File: config.mk
export PLATFORM = sky130hd
export DESIGN_NAME = logic_updown_counter_n
export DESIGN_NICKNAME = d
export VERILOG_FILES = /design/src/rtl/logic_updown_counter_n.sv
export SDC_FILE = /design/constraint.sdc
export NUM_CORES = 1
export LEC_CHECK = 0
export BUFFER_PORTS_ARGS = -buffer_cell sky130_fd_sc_hd__clkbuf_2
export CAP_MARGIN = 5
export CORE_AREA = 4 4 41 43
export DETAILED_ROUTE_END_ITERATION = 10
export DIE_AREA = 0 0 45 47
export PLACE_DENSITY = 0.66
export SYNTH_ARGS = -nofsm -noshare
export SYNTH_HDL_FRONTEND = slang
export SYNTH_SLANG_ARGS = --single-unit
File: constraint.sdc
create_clock -name CP -period 4.39 [get_ports CP]
set_input_delay 0.878 -clock CP [delete_from_list [all_inputs] [get_ports CP]]
set_output_delay 0.878 -clock CP [all_outputs]
set_load 0.03 [all_outputs]
File: src/rtl/logic_updown_counter_n.sv
// Parametrised synchronous up/down counter with modulus, ripple carry and sticky OVF.
// Optional build macro LOGIC_UDCNT_SATURATE_EN: saturate at the terminal value instead of wrapping.
module logic_updown_counter_n #(
    parameter int     WIDTH   = 4,
    parameter longint MODULUS = 16
) (
    input  logic             CP,
    input  logic             MR,
    input  logic             nCE,
    input  logic             nUD,
    input  logic             nPL,
    input  logic [WIDTH-1:0] D,
    input  logic             CLR_OVF,
    output logic [WIDTH-1:0] Q,
    output logic             TC,
    output logic             nRC,
    output logic             OVF
);

    localparam longint           MOD_MAX = longint'(1) << WIDTH;
    localparam logic [WIDTH-1:0] TERM    = WIDTH'(MODULUS - 1);
    localparam logic [WIDTH:0]   MOD_EXT = (WIDTH + 1)'(MODULUS);
    localparam logic [WIDTH-1:0] ONE     = {{(WIDTH - 1){1'b0}}, 1'b1};

    generate
        if (WIDTH < 2 || WIDTH > 32) begin : g_bad_width
            $error("logic_updown_counter_n: WIDTH must be 2..32");
        end
        if (MODULUS < 2 || MODULUS > MOD_MAX) begin : g_bad_modulus
            $error("logic_updown_counter_n: MODULUS must be 2..2**WIDTH");
        end
    endgenerate

    logic [WIDTH-1:0] q_q, q_d;
    logic             ovf_q, ovf_d;
    logic             tc;
    logic             count_edge;
    logic             d_in_range;

    // Terminal value depends on direction, so TC follows nUD without waiting for an edge.
    assign tc         = nUD ? (q_q == '0) : (q_q == TERM);
    assign count_edge = nPL & ~nCE;
    assign d_in_range = {1'b0, D} < MOD_EXT;

    always_comb begin
        q_d = q_q;
        // NOTE: reset is synchronous, so it is just the highest-priority term of the next-state logic.
        if (MR) begin
            q_d = '0;
        end else if (!nPL) begin
            q_d = d_in_range ? D : TERM;
        end else if (!nCE) begin
`ifdef LOGIC_UDCNT_SATURATE_EN
            if (!tc) begin
                q_d = nUD ? (q_q - ONE) : (q_q + ONE);
            end
`else
            if (tc) begin
                q_d = nUD ? TERM : '0;
            end else begin
                q_d = nUD ? (q_q - ONE) : (q_q + ONE);
            end
`endif
        end
    end

    always_comb begin
        ovf_d = ovf_q;
        if (MR) begin
            ovf_d = 1'b0;
        end else if (count_edge && tc) begin
            ovf_d = 1'b1;   // a wrap on the clear edge must not be lost
        end else if (CLR_OVF) begin
            ovf_d = 1'b0;
        end
    end

    // NOTE: sequential state uses non-blocking assignments only; all decisions live in always_comb.
    always_ff @(posedge CP) begin
        q_q   <= q_d;
        ovf_q <= ovf_d;
    end

    assign Q   = q_q;
    assign TC  = tc;
    assign nRC = ~(~nCE & tc);
    assign OVF = ovf_q;

endmodule

After elaboration in Yosys (flattened, before gate mapping):

Cells that the tools add are included.

* $add $sub $neg: 2
* multiply operators: 0
* divide/modulo/power cells: 0
* order comparisons: 0
* equal/unequal tests: 2
* shift-type cells: 0
* mux-type cells: 8
* bitwise operators: 4
* reductions and logical operators: 3

Operator list (count)
* $mux W4: 5
* $add A4 B1 Y4 const B: 1
* $eq A4 B4 Y1 const B: 1
* $logic_not A4 Y1: 1
* $sub A4 B1 Y4 const B: 1
* $mux W1: 3
* $and A1 B1 Y1: 2
* $ne A2 B2 Y1 const B: 1
* $not A1 Y1: 2
* $reduce_bool A2 Y1: 1
* $logic_and A1 B1 Y1: 1

* register bits after elaboration: 5
* bits in latches: 0
* memory bits (writable): 0
* memory bits (read-only): 0
* input port bits: 10
* memories kept: 0

Depth between registers and ports, before layout:

* depth in word-level cells: 5
* gate-level depth with buffers: 5

Worst setup path after synthesis:

No wires, ideal clock.

* kind: input to output
* start: in nUD
* end: out nRC
* arrival: 1.713 ns
* data required time: 3.512 ns
* path slack: 1.799 ns
* cell stages on the path: 2
* cells stage by stage: o21ai_1 > nand2b_1

* word-level cells in the longest chain between the ends: 3

RTL lines
* from (decl): RTL line 10 `input logic nUD,`
* $mux W1: RTL line 41 `assign tc = nUD ? (q_q == '0) : (q_q == TERM);`
* $and A1 B1 Y1: RTL line 86 `assign nRC = ~(~nCE & tc);`
* $not A1 Y1: RTL line 86
* to (decl): RTL line 16 `output logic nRC,`

No other way between the ends.

Worst setup path after layout:

Ends and elaborated chain as after synthesis.

==> metrics.txt <==
status finished clean; setup tns final 0 ns; final setup fails 0; DR iter-0 viols 3; crit path cell chain clkbuf_2 > nand3_1 > o21ai_1 > nand2b_1 > clkbuf_2; unrepaired setup endpoints after global routing no; Overall Global Routing Usage 10.6%; post-synthesis net count 59; die area 2120 um2; sequential element share of the synthesized area 24.8%; slowest cell on the critical path clkbuf_2; crit path max fanout 8; Fill cells 146; pin count of the biggest net entering global routing 9; fraction of layout cells with a size suffix above 1 33.8%; nets 79; Final Critical Period 2.47 ns; commonest cells after routing, fill and taps aside clkbuf_2, dfxtp_1, nor2_1; count of cell types in the netlist 24; core area 1300 um2; final WL 980 um; Synth Area per Inst 8.79 um2; worst setup margin 1.92 ns; worst r2r dst Q[3]; ant diodes 0; average wire per standard cell 12.3 um; register area 100 um2; Util after Layout 39.8%; placed inst area 492 um2; Rows 13; first-pass GRT wire length 1.64 mm; P_leak 0.250 nW; routability cong. 0.776; pwr dens 321 nW/um2; via total after detailed routing 392; required arrival time at the worst endpoint 3.51 ns; largest stage delay on the critical path 0.18 ns; cell family with most CP delay buffers and inverters; Multi-input gate area 282 um2; CTS tree done; Initial Util 31.1%; CTS hold repair buffers 0; Root Buffer clkbuf_4; Hold Path End OVF; f_max 405 MHz; initial antenna violation count 0; Port Buffers 16; antenna viol nets, final 0; R2R setup slack 2.86 ns; WP data arrival 1.59 ns; Power, Total 0.000166 W; Tightest Hold Check Type reg2reg; clock slew at reported path FFs 0.05 ns; commonest non-fill, non-tap cell in the layout clkbuf_2; Clock Tree Buf Depth 2; Final Skew 0.00149 ns; Buf/Inv on CP 2; worst-margin pin slew 0.253 ns; Die Span Y 47 um; DRC Markers 0; critical path startpoint category input pin; Worst slew margin 83.1%; setup bufs post-CTS 0; Clock Latency Late Sink 0.24 ns; Post-Syn Instances 46; Num CTS Buffers 3; CP Class in2out; gr ovfl total 0; CTS sink cnt 5; hold path cells 2; yosys warns 0; 1st-pass router iterations 4; IO Pins 17; vias in the first global route 408; final worst path period share 56.2%; R2R cell count 5; Max IR drop VDD 0.132 mV; CP Capture Type primary output; Area Overhead vs Synth 28.2%; Setup WS pre-CTS 1.93 ns; worst r2r src Q[1]; post_cts resized 0; die span in x 45 um; Detail Placement HPWL 780 um; Worst path most repeated cell clkbuf_2; #FFs+latches synth 5; HP Start OVF; cell area after synthesis 404 um2; # Max-Cap Violations 0; Final Instance Area 518 um2; H-tree Lvls 1; Vias per Instance 4.90; Slew Limit Fails 0; endpoints failing hold 0
## Yosys cell counts (all sizes together)
cell / n / area (um2)
xor2: 2 / 17.5
nand2b: 3 / 18.8
and2b: 2 / 15.0
nor2: 4 / 15.0
o21ai: 4 / 20.0
ha: 2 / 25.0
fa: 1 / 20.0
dfxtp: 5 / 100
nand4: 1 / 6.26
a221o: 1 / 10.0
and3: 1 / 6.26
mux2i: 1 / 10.0
inv: 3 / 11.3
nor2b: 3 / 33.8
o2bb2ai: 2 / 17.5
buf: 1 / 11.3
a31oi: 2 / 12.5
a21oi: 3 / 18.8
nand3: 2 / 10.0
a21o: 1 / 7.51
xnor2: 2 / 17.5
## power breakdown
part / total (W) / internal [W] / switching, W
Sequential: 0.0000560 / 0.0000496 / 0.00000646
Clock: 0.0000542 / 0.0000344 / 0.0000198
Combinational: 0.0000560 / 0.0000231 / 0.0000329
## per-stage QoR
stage | instances | hold slack (ns)
6_report | 80 | 0.473
2_1_floorplan | 46 | 0.591
3_5_place_dp | 76 | 0.469
4_1_cts | 80 | 0.477
5_1_grt | 80 | 0.514
3_3_place_gp | 76 | 0.461
## layer usage
metal	GRT usage, %	part of all wire (%)	routed length (um)
met1	13.0	49	478
met2	17.5	47	459
met3	1.15	4.3	42
met4	7.02	0	0
met5	0	0	0
## flip-flops by register name, indices dropped and copies added, names as in the netlist
| register | count |
|---|---|
| OVF | 1 |
| Q | 4 |
## cell type report
cell class / count / share of cell area, %
repair buffers: 16 / 15.5
flip-flops and latches: 5 / 19.3
clock buffers: 4 / 5.07
inverters: 3 / 2.17
multi-input cells: 37 / 54.3
well taps: 15 / 3.62
## worst max-delay path by stage
stage	from	endpoint	slack, ns	depth (start not counted)
final	nUD	nRC	1.92	5
after global routing	nUD	nRC	1.83	5
after CTS	nUD	nRC	1.93	5
after detailed placement	nUD	nRC	1.93	5
after global placement	nUD	nRC	1.98	5
after floorplan	nUD	nRC	1.80	2
## cells by family after synthesis
logic type | synth area share [%]
AO/OA/AOI/OAI | 21.4
buffers and inverters | 5.57
AND/OR/NAND/NOR | 26.0
multiplexers | 2.48
flip-flops | 24.8
adder cells (fa/ha/maj) | 11.1
XOR/XNOR | 8.67
## tightest hold or removal path, delay by kind of cell, from the launching register on
family / cells / cell delay, ns
flip-flops: 1 / 0.30
AND/OR/NAND/NOR: 1 / 0.06
AO/OA/AOI/OAI: 1 / 0.06
Note: power is estimated with default switching activity, not from simulation.
